File: config.mk
export PLATFORM = sky130hd
export DESIGN_NAME = sr_excite_driver
export DESIGN_NICKNAME = d
export VERILOG_FILES = /design/src/rtl/sr_excite_driver.sv
export SDC_FILE = /design/constraint.sdc
export NUM_CORES = 1
export LEC_CHECK = 0
export ABC_CLOCK_PERIOD_IN_PS = 2300
export BUFFER_PORTS_ARGS = -buffer_cell sky130_fd_sc_hd__buf_2
export CAP_MARGIN = 30
export CORE_MARGIN = 2
export CORE_UTILIZATION = 51
export CTS_CLUSTER_DIAMETER = 150
export CTS_CLUSTER_SIZE = 16
export DETAILED_ROUTE_END_ITERATION = 10
export GPL_TIMING_DRIVEN = 0
export PLACE_DENSITY = 0.76
export SKIP_CTS_REPAIR_TIMING = 1
export SLEW_MARGIN = 20
export SYNTH_ARGS = -nofsm -noshare
export SYNTH_HDL_FRONTEND = slang
export SYNTH_SLANG_ARGS = --single-unit
File: constraint.sdc
create_clock -name clk -period 2.3 [get_ports clk]
set_clock_uncertainty 0.15 [all_clocks]
set_input_delay 0.115 -clock clk [delete_from_list [all_inputs] [get_ports clk]]
set_output_delay 0.115 -clock clk [all_outputs]
set_load 0.1 [all_outputs]
File: src/rtl/sr_excite_driver.sv
// Handshaked driver that turns target bits into single-cycle set/reset pulses for an SR flip-flop.
// Optional excitation statistics counters are enabled with `define SR_EXC_STATS_EN.
module sr_excite_driver #(
    parameter int TIMEOUT = 4,
    parameter int CNT_W   = 8
) (
    input  logic             clk,
    input  logic             rst,
    input  logic             tgt_valid,
    input  logic             tgt_bit,
    output logic             tgt_ready,
    output logic             s,
    output logic             r,
    input  logic             q_fb,
    input  logic             qbar_fb,
    output logic             busy,
    output logic             done,
    output logic             err,
    input  logic             err_clr,
    output logic [CNT_W-1:0] set_cnt,
    output logic [CNT_W-1:0] rst_cnt
);

    typedef enum logic [2:0] {
        IDLE  = 3'd0,
        HOLD  = 3'd1,
        DRIVE = 3'd2,
        WAIT  = 3'd3,
        DONE  = 3'd4,
        ERR   = 3'd5
    } state_t;

    localparam logic [7:0] TIMER_LAST = 8'(TIMEOUT - 1);

    state_t     state;
    state_t     state_n;
    logic [7:0] timer;
    logic [7:0] timer_n;
    logic       tgt;
    logic       tgt_n;
    logic       accept;
    logic       already_there;
    logic       fb_match;
    logic       s_n;
    logic       r_n;
    logic       busy_n;
    logic       done_n;
    logic       err_n;

    assign tgt_ready     = (state == IDLE);
    assign accept        = tgt_valid && tgt_ready;
    // Inconsistent feedback (q_fb == qbar_fb) never qualifies as reaching the target.
    assign already_there = (q_fb == tgt_bit) && (qbar_fb != tgt_bit);
    assign fb_match      = (q_fb == tgt) && (qbar_fb == !tgt);
    assign tgt_n         = accept ? tgt_bit : tgt;

    always_ff @(posedge clk) begin
        if (rst) begin
            state <= IDLE;
            timer <= 8'd0;
            s     <= 1'b0;
            r     <= 1'b0;
            busy  <= 1'b0;
            done  <= 1'b0;
            err   <= 1'b0;
        end else begin
            state <= state_n;
            timer <= timer_n;
            s     <= s_n;
            r     <= r_n;
            busy  <= busy_n;
            done  <= done_n;
            err   <= err_n;
        end
    end

    always_ff @(posedge clk) begin
        if (accept) begin
            tgt <= tgt_bit;
        end
    end

    always_comb begin
        state_n = state;
        timer_n = timer;
        case (state)
            IDLE: begin
                if (accept) begin
                    state_n = already_there ? HOLD : DRIVE;
                    timer_n = 8'd0;
                end
            end
            HOLD:  state_n = IDLE;
            DRIVE: begin
                state_n = WAIT;
                timer_n = 8'd0;
            end
            WAIT: begin
                if (fb_match) begin
                    state_n = DONE;
                end else if (timer == TIMER_LAST) begin
                    state_n = ERR;
                end else begin
                    timer_n = timer + 8'd1;
                end
            end
            DONE:  state_n = IDLE;
            ERR: begin
                if (err_clr) begin
                    state_n = IDLE;
                end
            end
            default: state_n = IDLE;
        endcase
    end

    // Outputs are decoded from the next state so they appear registered in the state they describe.
    always_comb begin
        s_n    = (state_n == DRIVE) &&  tgt_n;
        r_n    = (state_n == DRIVE) && !tgt_n;
        busy_n = (state_n == HOLD) || (state_n == DRIVE) ||
                 (state_n == WAIT) || (state_n == DONE);
        done_n = (state_n == HOLD) || (state_n == DONE);
        err_n  = (state_n == ERR);
    end

`ifdef SR_EXC_STATS_EN
    logic [CNT_W-1:0] set_q;
    logic [CNT_W-1:0] rst_q;

    always_ff @(posedge clk) begin
        if (rst) begin
            set_q <= '0;
            rst_q <= '0;
        end else if (state == DRIVE) begin
            if (tgt) begin
                set_q <= set_q + CNT_W'(1);
            end else begin
                rst_q <= rst_q + CNT_W'(1);
            end
        end
    end

    assign set_cnt = set_q;
    assign rst_cnt = rst_q;
`else
    assign set_cnt = '0;
    assign rst_cnt = '0;
`endif

endmodule
# Yosys cells after proc, flatten, opt, wreduce, memory -nomap -nowiden
# Cells that the tools add are included.
# Widths: inputs -> output; s select.
# word_totals
regBits,17
latchBits,0
mem_bits_rw,0
rom_bits,0
memories,0
# classes
addsub,1
multipliers,0
n_div,0
magnitude_cmp,0
n_eq_ne,16
shift,0
muxes,11
bitwise_logic,0
reduce_logical,14
# op_table
cell,n
$mux 8,3
$pmux 8 s3,1
$eq 3x2->1 const B,4
$mux 3,4
$pmux 3 s4,1
$eq 3x3->1 const B,3
$add 8x1->8 const B,1
$eq 8x2->1 const B,1
$logic_and 1x1->1,5
$logic_or 1x1->1,4
$ne 2x2->1 const B,2
$reduce_and 4->1,1
$eq 1x1->1,3
$eq 3x1->1 const B,1
$logic_not 3->1,1
$reduce_bool 3->1,1
$logic_not 1->1,2
$mux 2,1
$ne 2x1->1 const B,1
$mux 1,1
$ne 1x1->1,1

# Longest topological paths before layout
# depth
word_depth,9
ltp_mapped,6
depth_no_buf,5

# Worst setup path after synthesis
# Ideal clock, no wire load.
# synth_path
kind,register to register
start,register state[1]
end,register s
setup_time_ns,0.122
arrival_ns,3.191
setup_slack_ns,-1.164
stages_incl_launch_ff,6
synth_period_minus_slack_ns,3.464
path_cell_list,dfxtp_1 clkbuf_2 nor3_1 nand2_1 mux2_2 nor3b_1
# synth_between
elab_cells_between_ends,13
cone_classes,eq/ne: 4; mux: 6; reduce/logical: 3
# synth_lines
element,line,text
"start, declared",35,state_t state;
"start signal, assigned",67,state <= state_n;
$logic_not 3->1,50,assign tgt_ready = (state == IDLE);
net tgt_ready,11,"output logic tgt_ready,"
$logic_and 1x1->1,51,assign accept = tgt_valid && tgt_ready;
$mux 1,--,
net tgt_n,40,logic tgt_n;
$logic_and 1x1->1,119,s_n = (state_n == DRIVE) && tgt_n;
"end signal, assigned",69,s <= s_n;
"end, declared",12,"output logic s,"
# The timed path passes the listed nets, and every way through them passes these cells.
# A chain may end at the register's enable or synchronous reset.

# Worst setup path after layout
# layout_path
start,register timer[0]
end,register s
# layout_between
elab_chain_len,6
# layout_rtl
element,line,text
"start, declared",37,logic [7:0] timer;
"start signal, assigned",68,timer <= timer_n;
$eq 8x2->1,101,end else if (timer == TIMER_LAST) begin
$mux 3,101,
$mux 3,99,if (fb_match) begin
$pmux 3 s4,86,case (state)
$eq 3x2->1,119,
$logic_and 1x1->1,119,
# No other way between the ends.

==> flow_summary.json <==
{
  "p_leak_nw": 0.5435,
  "dp.cells": 172,
  "drtIter0Drc": 12,
  "cp-startpoint": "timer[0]",
  "avgSynthCellArea_um2": 9.147,
  "fp.coreArea_mm2": 0.001982,
  "ys_seq_elements": 17,
  "crit_arrival_ns": 2.20,
  "slew_headroom_pct": 66.03,
  "rows": 16,
  "synth-edff-count": 0,
  "finalSetupViolations": 0,
  "vias": 905,
  "overflow": 0,
  "areaGrowthSynthToFinish_pct": 17.82,
  "critPathTopFamily": "compound AO/OA/AOI/OAI gates",
  "clock-sinks": 17,
  "fmax_ghz": 0.4622,
  "synth_cell_types": 44,
  "io_pins": 29,
  "post_drt_wl_per_cell_um": 11.94,
  "h-tree-depth": 1,
  "dr.pass1.iters": 4,
  "grt_start_max_net_pins": 11,
  "worstSkewPairLatency_ns": 0.30,
  "clkTransAtPathRegs_ns": 0.11,
  "multiInputGateArea_um2": 649.4,
  "hold_start": "tgt_valid",
  "final_cells": 177,
  "vias_per_cell": 5.113,
  "seqCellArea_um2": 340.3,
  "critPathBufInv": 0,
  "tns_ns": 0,
  "ys_warn_count": 0,
  "antenna_found_initial": 0,
  "max_cap_viol_count": 0,
  "peakVddDrop_uv": 435.6,
  "drive_above_1_share_pct": 38.00,
  "grt_pass1_vias": 841,
  "yosysSeqAreaShare_pct": 31.26,
  "finalCriticalPeriod_ns": 2.163,
  "synth_flop_cell": "dfxtp_1",
  "cts_max_path_buffers": 2,
  "hp-class": "input pin to register",
  "worstSetupPathType": "register to register",
  "die_y_um": 50.20,
  "synth_area_leaders": "dfxtp_1 31%, buf_4 12%, mux2i_1 5.5%",
  "dp.final_hpwl_um": 1661,
  "fillers": 169,
  "rsz0062_at_grt": "no",
  "r2r_start": "timer[0]",
  "worstPathMaxFanout": 6,
  "path_cells": "ha_1 -> or4b_4 -> o2111ai_1 -> o41a_2 -> nor3b_1",
  "gp_congestion": 0.8096,
  "cpMaxStageDelayCell": "or4b_4",
  "p_per_area_mw_per_mm2": 626.0,
  "async_reset_ff_share_pct": 0,
  "num-nets-final": 159,
  "drc_errors": 0,
  "endpoint_kind": "register",
  "drtAntennaViolNets": 0,
  "dieArea_mm2": 0.002520,
  "start_util_pct": 54.92,
  "status": "complete, no violations",
  "grt_pass1_wl_um": 3512,
  "io_buffers": 11,
  "antenna_cells": 0,
  "worst_pin_slew_ns": 0.5076,
  "cts_buffers": 3,
  "hold_viol": 0,
  "syn_inst": 119,
  "maxSlewViolCount": 0,
  "post-route-period-util_pct": 94.06,
  "die_w_um": 50.20,
  "clockRootBuffer": "clkbuf_4",
  "max_stage_delay_ns": 0.50,
  "synth_top_area_share_pct": 31.26,
  "yosysTopAreaCell": "dfxtp_1",
  "required_ns": 2.33,
  "grt.total_usage_pct": 18.33,
  "cp-start-kind": "register",
  "cts_tree": "built",
  "hold_slack_ns": 0.03677,
  "synth_area_mm2": 0.001089,
  "finalWirelength_um": 2113,
  "r2r_setup_slack_ns": 0.14
}
-- cell families (layout without fill, tap and decap cells) --
family	Yosys count	after routing	share of synthesized area, %
and+or+nand+nor	43	43	25.06
AOI/OAI and AO/OA	25	25	20.35
buffers and inverters	25	41	15.29
DFF	17	17	31.26
muxes	7	7	6.552
adders and majority gates	1	1	1.149
other	1	16	0.3445
-- cell usage in the layout (no fill, tap or decap), types with 2 or more instances in the layout --
cell type,Yosys,routed
a211oi_1,8,8
a21oi_1,3,3
buf_2,0,11
buf_4,17,17
clkbuf_4,0,3
conb_1,1,16
dfxtp_1,17,17
inv_1,5,5
mux2i_1,6,6
nand2_1,13,13
nand3_1,2,2
nand3b_1,2,2
nand4_1,2,2
nor2_1,3,3
or2b_1,2,2
or2b_2,6,6
or3b_2,2,2
-- where the power goes --
| part | leakage (nW) | internal, mW | switching [mW] |
|---|---|---|---|
| sequential | 0.138 | 0.308 | 0.00961 |
| combinational | 0.387 | 0.0776 | 0.243 |
| clock | 0.0177 | 0.0649 | 0.0993 |
| total | 0.544 | 0.451 | 0.352 |
-- path summary, 6_finish.rpt --
path / end / depth (start not counted)
worst min-delay path: tgt / 3
worst max register to register: s / 5
worst max-delay path: s / 5
worst min register to register: timer[3] / 2
-- tightest hold or removal path, stage by stage --
cell     delay, ns
buf_2         0.12
nand2_1       0.06
mux2_2        0.16
-- registers in the layout, summed over array words and instances (netlist names) --
| name | count |
|---|---|
| busy | 1 |
| done | 1 |
| r | 1 |
| s | 1 |
| tgt | 1 |
| timer | 8 |
| state | 3 |
| err | 1 |
-- cells in the mapped netlist, types with 2 or more instances --
master / n
a211oi_1: 8
or3b_2: 2
nand4_1: 2
inv_1: 5
nor3_1: 2
a21oi_1: 3
nand3_1: 2
nand3b_1: 2
nand2_1: 13
or2b_1: 2
buf_4: 17
mux2i_1: 6
nor2_1: 3
or2b_2: 6
dfxtp_1: 17
-- routing by layer --
layer  GRT usage, %  part of all wire [%]  vias to the layer above
li1               -                     -                      458
met5              0                     0                        -
met4          6.944                   1.1                        0
met1          20.86                    44                      420
met2          32.68                    49                       24
met3          4.464                   5.3                        3
-- cell type report --
class	count	area share, %
multi-input combinational	92	50.63
sequential	17	26.54
buffer	20	11.51
timing repair buffer	12	5.073
tap	27	2.634
clock buffer	3	1.756
inverter	5	1.463
clock inverter	1	0.3902
-- metrics by stage --
| step | cell area [um2] | power (mW) | utilization (%) | setup slack (ns) |
|---|---|---|---|---|
| 6_report | 1282 | 0.8029 | 64.71 | 0.1366 |
| 5_1_grt | 1282 | 0.8383 | 64.71 | 0.07143 |
| 4_1_cts | 1272 | 0.8039 | 64.20 | 0.1555 |
| 3_5_place_dp | 1245 | 0.6427 | 62.82 | 0.1913 |
| 3_3_place_gp | 1245 | 0.6368 | 62.82 | 0.2268 |
| 2_1_floorplan | 1156 | 0.6101 | - | 0.2171 |
(Power assumes the default switching activity.)
